**config.mk**
```make
export PLATFORM = sky130hd
export DESIGN_NAME = sprite_palette_bank
export DESIGN_NICKNAME = d
export VERILOG_FILES = /design/src/rtl/sprite_palette_pkg.sv /design/src/rtl/palette_flash_fsm.sv /design/src/rtl/sprite_palette_bank.sv
export SDC_FILE = /design/constraint.sdc
export NUM_CORES = 1
export LEC_CHECK = 0
export CAP_MARGIN = 20
export CELL_PAD_IN_SITES_DETAIL_PLACEMENT = 1
export CELL_PAD_IN_SITES_GLOBAL_PLACEMENT = 2
export CORE_MARGIN = 8
export CORE_UTILIZATION = 37
export DETAILED_ROUTE_END_ITERATION = 7
export GPL_TIMING_DRIVEN = 0
export PLACE_DENSITY_LB_ADDON = 0.1
export SLEW_MARGIN = 20
export SYNTH_ARGS = -nofsm -noshare
export SYNTH_HDL_FRONTEND = slang
export SYNTH_HIERARCHICAL = 1
export SYNTH_SLANG_ARGS = --single-unit
```
**constraint.sdc**
```tcl
create_clock -name Clk -period 36.5 [get_ports Clk]
set_input_delay 5.475 -clock Clk [delete_from_list [all_inputs] [get_ports Clk]]
set_output_delay 5.475 -clock Clk [all_outputs]
set_load 0.05 [all_outputs]
```
**src/rtl/sprite_palette_pkg.sv**
```systemverilog
// Shared types and reset contents for the sprite palette bank.
package sprite_palette_pkg;

  // 12-bit colour, {R[3:0], G[3:0], B[3:0]}
  typedef logic [11:0] rgb12_t;

  // Hit-flash sequencer states
  typedef enum logic [1:0] {
    FLASH_IDLE = 2'd0,
    FLASH_ON   = 2'd1,
    FLASH_OFF  = 2'd2
  } flash_state_e;

  localparam int DEFAULT_PAL_LEN = 8;

  // Colours every palette is loaded with on reset
  localparam rgb12_t DEFAULT_PAL [DEFAULT_PAL_LEN] = '{
    12'h0E0, 12'h444, 12'hDBB, 12'h000,
    12'h080, 12'hC20, 12'h977, 12'h610
  };

  // Reset value of palette entry idx: the default table, zero-padded past its end
  function automatic rgb12_t default_entry(input int idx);
    rgb12_t val;
    val = '0;
    if (idx >= 0 && idx < DEFAULT_PAL_LEN) begin
      val = DEFAULT_PAL[idx[2:0]];
    end
    return val;
  endfunction

endpackage

```
**src/rtl/palette_flash_fsm.sv**
```systemverilog
// Frame-timed hit-flash sequencer: alternates ON/OFF on every frame_tick
// for FLASH_FRAMES ticks after flash_start, then returns to idle.
module palette_flash_fsm
  import sprite_palette_pkg::*;
#(
  parameter int FLASH_FRAMES = 8
) (
  input  logic         Clk,
  input  logic         Reset,
  input  logic         frame_tick,
  input  logic         flash_start,
  output logic         flash_on,
  output logic         flash_busy,
  output flash_state_e state_dbg
);

  localparam int CNT_W = $clog2(FLASH_FRAMES + 1);

  localparam logic [1:0] ST_IDLE = FLASH_IDLE;
  localparam logic [1:0] ST_ON   = FLASH_ON;
  localparam logic [1:0] ST_OFF  = FLASH_OFF;

  localparam logic [CNT_W-1:0] RELOAD = CNT_W'(FLASH_FRAMES);
  localparam logic [CNT_W-1:0] ONE    = CNT_W'(1);

  logic [1:0]       state_q, state_d;
  logic [CNT_W-1:0] remaining_q, remaining_d;

  // Next state: a start (or restart) always wins over a frame tick
  always_comb begin
    state_d     = state_q;
    remaining_d = remaining_q;
    if (flash_start) begin
      state_d     = ST_ON;
      remaining_d = RELOAD;
    end else if (frame_tick) begin
      case (state_q)
        ST_ON, ST_OFF: begin
          remaining_d = remaining_q - ONE;
          if (remaining_q == ONE) begin
            state_d = ST_IDLE;
          end else begin
            state_d = (state_q == ST_ON) ? ST_OFF : ST_ON;
          end
        end
        default: begin
          state_d     = ST_IDLE;
          remaining_d = '0;
        end
      endcase
    end else if (state_q != ST_IDLE && state_q != ST_ON && state_q != ST_OFF) begin
      state_d     = ST_IDLE;
      remaining_d = '0;
    end
  end

  // State and frame counter registers
  always_ff @(posedge Clk or posedge Reset) begin
    if (Reset) begin
      state_q     <= ST_IDLE;
      remaining_q <= '0;
    end else begin
      state_q     <= state_d;
      remaining_q <= remaining_d;
    end
  end

  assign flash_on   = (state_q == ST_ON);
  assign flash_busy = (state_q == ST_ON) || (state_q == ST_OFF);
  assign state_dbg  = flash_state_e'(state_q);

endmodule

```
**src/rtl/sprite_palette_bank.sv**
```systemverilog
// Multi-palette, run-time-writable sprite colour lookup with a one-cycle
// registered read, chroma-key transparency and a frame-timed hit flash.
//
// Handshake: a lookup is issued by holding rd_valid high for one cycle with
// rd_pal/rd_index; exactly one cycle later out_valid is high for one cycle
// with the result. There is no back-pressure. When out_valid is low the
// colour and transparent outputs keep the last looked-up result.
module sprite_palette_bank
  import sprite_palette_pkg::*;
#(
  parameter int          NUM_PAL      = 4,
  parameter int          DEPTH        = 8,
  parameter int          TRANSP_IDX   = 0,
  parameter int          FLASH_FRAMES = 8,
  parameter logic [11:0] FLASH_RGB    = 12'hFFF,
  localparam int         PAL_W        = (NUM_PAL > 1) ? $clog2(NUM_PAL) : 1,
  localparam int         IDX_W        = $clog2(DEPTH)
) (
  input  logic             Clk,
  input  logic             Reset,
  input  logic             frame_tick,
  input  logic             rd_valid,
  input  logic [PAL_W-1:0] rd_pal,
  input  logic [IDX_W-1:0] rd_index,
  input  logic             wr_en,
  input  logic [PAL_W-1:0] wr_pal,
  input  logic [IDX_W-1:0] wr_index,
  input  logic [11:0]      wr_rgb,
  input  logic             flash_start,
  output logic [3:0]       red,
  output logic [3:0]       green,
  output logic [3:0]       blue,
  output logic             out_valid,
  output logic             transparent,
  output logic             flash_busy
);

  rgb12_t pal_q [NUM_PAL][DEPTH];
  rgb12_t pal_d [NUM_PAL][DEPTH];

  rgb12_t rgb_q, rgb_d;
  logic   out_valid_q, out_valid_d;
  logic   transparent_q, transparent_d;

  logic         flash_on;
  flash_state_e flash_state;
  logic         rd_pal_ok;
  rgb12_t       rd_entry;

  palette_flash_fsm #(
    .FLASH_FRAMES (FLASH_FRAMES)
  ) u_flash (
    .Clk         (Clk),
    .Reset       (Reset),
    .frame_tick  (frame_tick),
    .flash_start (flash_start),
    .flash_on    (flash_on),
    .flash_busy  (flash_busy),
    .state_dbg   (flash_state)
  );

  // Busy must track the sequencer state exactly
  always_comb begin
    if (!Reset) begin
      assert (flash_busy == (flash_state != FLASH_IDLE));
    end
  end

  // Palette write: out-of-range palettes match no row and are dropped
  always_comb begin
    pal_d = pal_q;
    for (int p = 0; p < NUM_PAL; p++) begin
      for (int i = 0; i < DEPTH; i++) begin
        if (wr_en && wr_pal == PAL_W'(p) && wr_index == IDX_W'(i)) begin
          pal_d[p][i] = wr_rgb;
        end
      end
    end
  end

  // Palette storage; reset reloads the default colours into every palette
  always_ff @(posedge Clk or posedge Reset) begin
    if (Reset) begin
      for (int p = 0; p < NUM_PAL; p++) begin
        for (int i = 0; i < DEPTH; i++) begin
          pal_q[p][i] <= default_entry(i);
        end
      end
    end else begin
      pal_q <= pal_d;
    end
  end

  // Read port sees the pre-write contents (read-before-write)
  always_comb begin
    rd_pal_ok = (32'(rd_pal) < 32'(NUM_PAL));
    rd_entry  = '0;
    for (int p = 0; p < NUM_PAL; p++) begin
      if (rd_pal == PAL_W'(p)) begin
        rd_entry = pal_q[p][rd_index];
      end
    end
  end

  // Output stage: key/invalid-palette detection and flash override
  always_comb begin
    rgb_d         = rgb_q;
    transparent_d = transparent_q;
    out_valid_d   = rd_valid;
    if (rd_valid) begin
      if (!rd_pal_ok) begin
        rgb_d         = '0;
        transparent_d = 1'b1;
      end else begin
        transparent_d = (rd_index == IDX_W'(TRANSP_IDX));
        rgb_d         = (flash_on && !transparent_d) ? FLASH_RGB : rd_entry;
      end
    end
  end

  // Output pipeline registers
  always_ff @(posedge Clk or posedge Reset) begin
    if (Reset) begin
      rgb_q         <= '0;
      out_valid_q   <= 1'b0;
      transparent_q <= 1'b0;
    end else begin
      rgb_q         <= rgb_d;
      out_valid_q   <= out_valid_d;
      transparent_q <= transparent_d;
    end
  end

  assign red         = rgb_q[11:8];
  assign green       = rgb_q[7:4];
  assign blue        = rgb_q[3:0];
  assign out_valid   = out_valid_q;
  assign transparent = transparent_q;

endmodule

```
# Word-level counts from Yosys, hierarchy flattened
# Cells that the tools add are included.
# word_totals
ff_bits	404
latch_bits	0
ramBits	0
rom_bits	0
input_bits	28
out_inout_bits	15
elab_cells	133
mem_count	0
# op_classes
addsub	1
n_mul	0
n_div	0
magnitude_cmp	1
eq_ne	18
n_shift	0
muxes	27
bitwise	1
reduce_logical	48
# ops
cell	count
$mux W12	13
$bmux W12 S3	4
$logic_and A1 B1 Y1	39
$mux W4	4
$eq A3 B3 Y1 const B	4
$mux W2	6
$eq A2 B2 Y1 const B	5
$eq A2 B1 Y1 const B	3
$eq A3 B2 Y1 const B	2
$logic_not A3 Y1	2
$eq A4 B1 Y1 const B	1
$ge A4 B4 Y1 const B	1
$logic_not A2 Y1	2
$not A3 Y4	1
$sub A4 B1 Y4 const B	1
$eq A3 B1 Y1 const B	1
$reduce_bool A3 Y1	1
$ne A2 B1 Y1 const B	1
$ne A2 B2 Y1 const B	1
$reduce_bool A2 Y1	1
$reduce_or A2 Y1	1
$logic_not A1 Y1	1
$logic_or A1 B1 Y1	1

# Longest topological paths before layout
# depth
word_depth	9
depth_mapped	8
mapped_depth_nobuf	6

# Modules after synthesis
# Netlist, hierarchy kept.
# modules_own_cells
module	instances	cells_each	area_per_inst_um2	seq_area_each_um2
sprite_palette_bank	1	1191	18340.1	10109.7
palette_flash_fsm	1	36	356.6	150.1

# Least setup slack after synthesis
# Ideal clock, no wire load.
# synth_path
kind	input port to flip-flop
from	in rd_index[0]
to	reg rgb_q[6]
setup_time_ps	126
arrival_time_ps	6837
required_time_ps	36374
path_slack_ps	29537
path_stages	7
path_buffers	3
path_cell_list	buf_6 > buf_6 > buf_2 > mux2i_1 > a22oi_1 > a41o_1 > o32a_1
# synth_via
elab_chain_cells	9
elab_cells_between_ends	21
cone_classes	mux: 17; bitwise: 1; reduce/logical: 3
# synth_rtl
item	line	text
start, declared	sprite_palette_bank.sv:24	input logic [IDX_W-1:0] rd_index,
$not A3 Y4 (not written as such)	sprite_palette_bank.sv:100	rd_entry = pal_q[p][rd_index];
$bmux W12 S3	sprite_palette_bank.sv:100	
$mux W12 (not written as such) (2 in a row)	sprite_palette_bank.sv:100	
$mux W12 (4 in a row)	sprite_palette_bank.sv:99	if (rd_pal == PAL_W'(p)) begin
$mux W12 (*)	sprite_palette_bank.sv:116	rgb_d = (flash_on && !transparent_d) ? FLASH_RGB : rd_entry;
end signal, assigned	sprite_palette_bank.sv:128	rgb_q <= rgb_d;
end, declared	sprite_palette_bank.sv:41	rgb12_t rgb_q, rgb_d;
# Every way passes the cells marked *; elsewhere a longest branch is shown, timed or not. The select of a mux whose other input is x is not followed.
# A chain may end at the register's enable or synchronous reset.

# Worst setup path in the final report
# layout_path
from	in rd_index[1]
to	reg rgb_q[11]
# Same word-level chain as after synthesis.

==> impl_metrics.tcl <==
set metrics [dict create \
    fin_crit_ps 7890 \
    r2r_end "rgb_q[11]" \
    rsz0062_at_grt "no" \
    path_class "in -> reg" \
    grt_max_degree 105 \
    syn_area_um2 18700 \
    die_area_um2 58000 \
    setup-tns-final_ps 0 \
    hp-class "reg -> reg" \
    grt_overflow 0 \
    seq_area_um2 10300 \
    clock_path_buffers 3 \
    antenna_found_initial 0 \
    vias_per_cell 5.49 \
    pwr-share-comb_pct 17.0 \
    row_count 82 \
    drt-pass1-iter-count 4 \
    place_hpwl_mm 39.7 \
    fill_cells 5034 \
    synth-edff-count 0 \
    whs_ps 497 \
    p_per_area_nw_per_um2 58.7 \
    cp-startpoint "rd_index[1]" \
    place_ws_ps 28150 \
    cts_buffers 46 \
    wl_per_cell_um 29.9 \
    hold_viol 0 \
    ioPinCount 43 \
    grt_pass1_wl_mm 89.8 \
    postSynthCellCount 1227 \
    area_growth_pct 15.2 \
    switching_share_pct 25.9 \
    slew_violations 0 \
    root_buffer "clkbuf_16" \
    seqPwrFrac_pct 47.2 \
    cts_resized 0 \
    placed_cell_area_um2 20100 \
    power.switching_uw 328 \
    maxCapViolations 0 \
    holdPathEnd "pal_q[315]" \
    clock.fmax_mhz 127 \
    max-vdd-ir-drop_uv 36.2 \
    yosysSeqAreaShare_pct 54.9 \
    antenna_cells 0 \
    synth_fp_nets 1259 \
    slew_headroom_pct 20.1 \
    multi_input_area_um2 7860 \
    post-route-drc-count 0 \
    post-route-period-util_pct 21.6 \
    ys_warn_count 6 \
    critPathLaunchType "input pin" \
    p_int_uw 937 \
    vias 11200 \
    tightest_slew_ps 1200 \
    status "completed" \
    layout.nets 1353 \
    insertion_delay_ps 570 \
    drive_above_1_share_pct 53.4 \
    rrSetupSlack_ps 33900 \
    design_area_um2 21500 \
    arrival_ps 8330 \
    worstSetupEndpointType "register" \
    async_flop_share_pct 100 \
    worst_slack_ps 28610 \
    port_buffers 40 \
    hold_depth 1 \
    synth_flop_cell "dfrtp_1" \
    cts.sinks 404 \
    die_h_um 241 \
    crit_required_ps 36940 \
    wl_mm 60.8 \
    initial_utilization_pct 37.3 \
    setup_violations 0 \
    clk_pin_slew_ps 60 \
    cts_max_level 2 \
    grt_pass1_vias 12400 \
    min-delay-start "pal_q[315]" \
    crit_fanout 10 \
    postCtsHoldBufs 0 \
    reg2reg_depth 7 \
    finClkSkew_ps 8.54 \
    initialDrtViolationCount 638 \
    gp_congestion 0.760 \
    clkPwrFrac_pct 35.9 \
    ys_ff_latch 404 \
    chipWidth_um 241 \
    fp.coreArea_um2 50100 \
    postRouteAntennaNets 0 \
    p_leak_nw 9.13 \
    synth.avg_cell_area_um2 15.2 \
    post_cts.repair.setup_buffers 0 \
    yosysUniqueCellTypes 41 \
    cts_tree "built" \
    grtUsageTotal_pct 21.6 \
    r2r-start "u_flash/state_dbg[1]" \
]
-- state kept, by name (all words and copies together) (netlist names) --
register	count
out_valid	1
pal_q	384
rgb_q	12
transparent	1
u_flash/remaining_q	4
u_flash/state_dbg	2
-- power groups by stage --
stage	Clock [mW]	Combinational (mW)	Sequential, mW
after detailed placement	0	0.217	0.604
final	0.454	0.215	0.597
after global placement	0	0.210	0.601
after CTS	0.465	0.218	0.597
after floorplan	0	0.154	0.597
after global routing	0.482	0.232	0.609
-- cells by family after synthesis --
| group | synth area share, % |
|---|---|
| adder cells (fa/ha/maj) | 0.268 |
| buffers and inverters | 3.11 |
| flip-flops | 54.9 |
| AND/OR/NAND/NOR | 3.15 |
| AO/OA/AOI/OAI | 2.48 |
| multiplexers | 36.1 |
-- worst max-delay path, stage by stage --
cell and delay [ps]:
clkdlybuf4s50_1 610, buf_2 380, nor2b_1 320, clkbuf_1 850
a22oi_1 210, a31oi_1 340, a31oi_1 130
-- cell usage in the layout, fill, tap and decap left out, types with 8 or more instances in the layout --
cell type	Yosys	routed
mux2_2	407	407
dfrtp_1	284	284
dfstp_2	120	120
clkbuf_1	63	79
mux4_2	76	76
clkbuf_16	0	49
clkdlybuf4s50_1	0	40
mux2i_1	38	38
nor2_1	36	36
nand2_1	36	36
a22oi_1	24	24
buf_2	21	21
a31oi_1	20	20
nand3_1	12	12
buf_6	11	12
clkbuf_2	0	10
clkbuf_8	0	8
-- Yosys cell counts (all sizes together) (8+ instances only) --
cell | instances | share of area [%]
mux2 | 407 | 25
dfrtp | 284 | 38
dfstp | 120 | 17
mux4 | 79 | 9.6
clkbuf | 63 | 1.3
buf | 41 | 1.7
mux2i | 38 | 2.0
nand2 | 36 | 0.72
nor2 | 36 | 0.72
a22oi | 24 | 0.96
a31oi | 20 | 0.67
nand3 | 12 | 0.32
nand2b | 8 | 0.31
-- metrics by stage --
step                      util (%)  power, mW  cells
after global placement        39.8      0.811   1939
after detailed placement      40.1      0.821   1945
after CTS                     43.0       1.28   2031
after floorplan                  -      0.752   1227
final                         43.0       1.27   2031
after global routing          43.0       1.32   2031
-- final cells by class --
type	count	share of cell area [%]
Multi-Input combinational cell	712	36.5
Clock inverter	3	0.0697
Buffer	104	2.63
Sequential cell	404	47.6
Tap cell	672	3.90
Inverter	7	0.157
Clock buffer	83	6.66
Timing Repair Buffer	46	2.49
-- worst max-delay path by stage --
stage	to
3_3_place_gp	pal_q[194]
6_report	rgb_q[11]
5_1_grt	rgb_q[3]
2_1_floorplan	out_valid
4_1_cts	rgb_q[3]
3_5_place_dp	rgb_q[11]
-- layer usage --
layer	track usage [%]	part of all wire [%]	up-vias
met5	0	0	-
met4	8.46	4.0	0
met3	2.21	2.5	111
met2	34.5	47	176
met1	30.3	47	6133
li1	-	-	4731
Power figures use the tool's default switching activity.
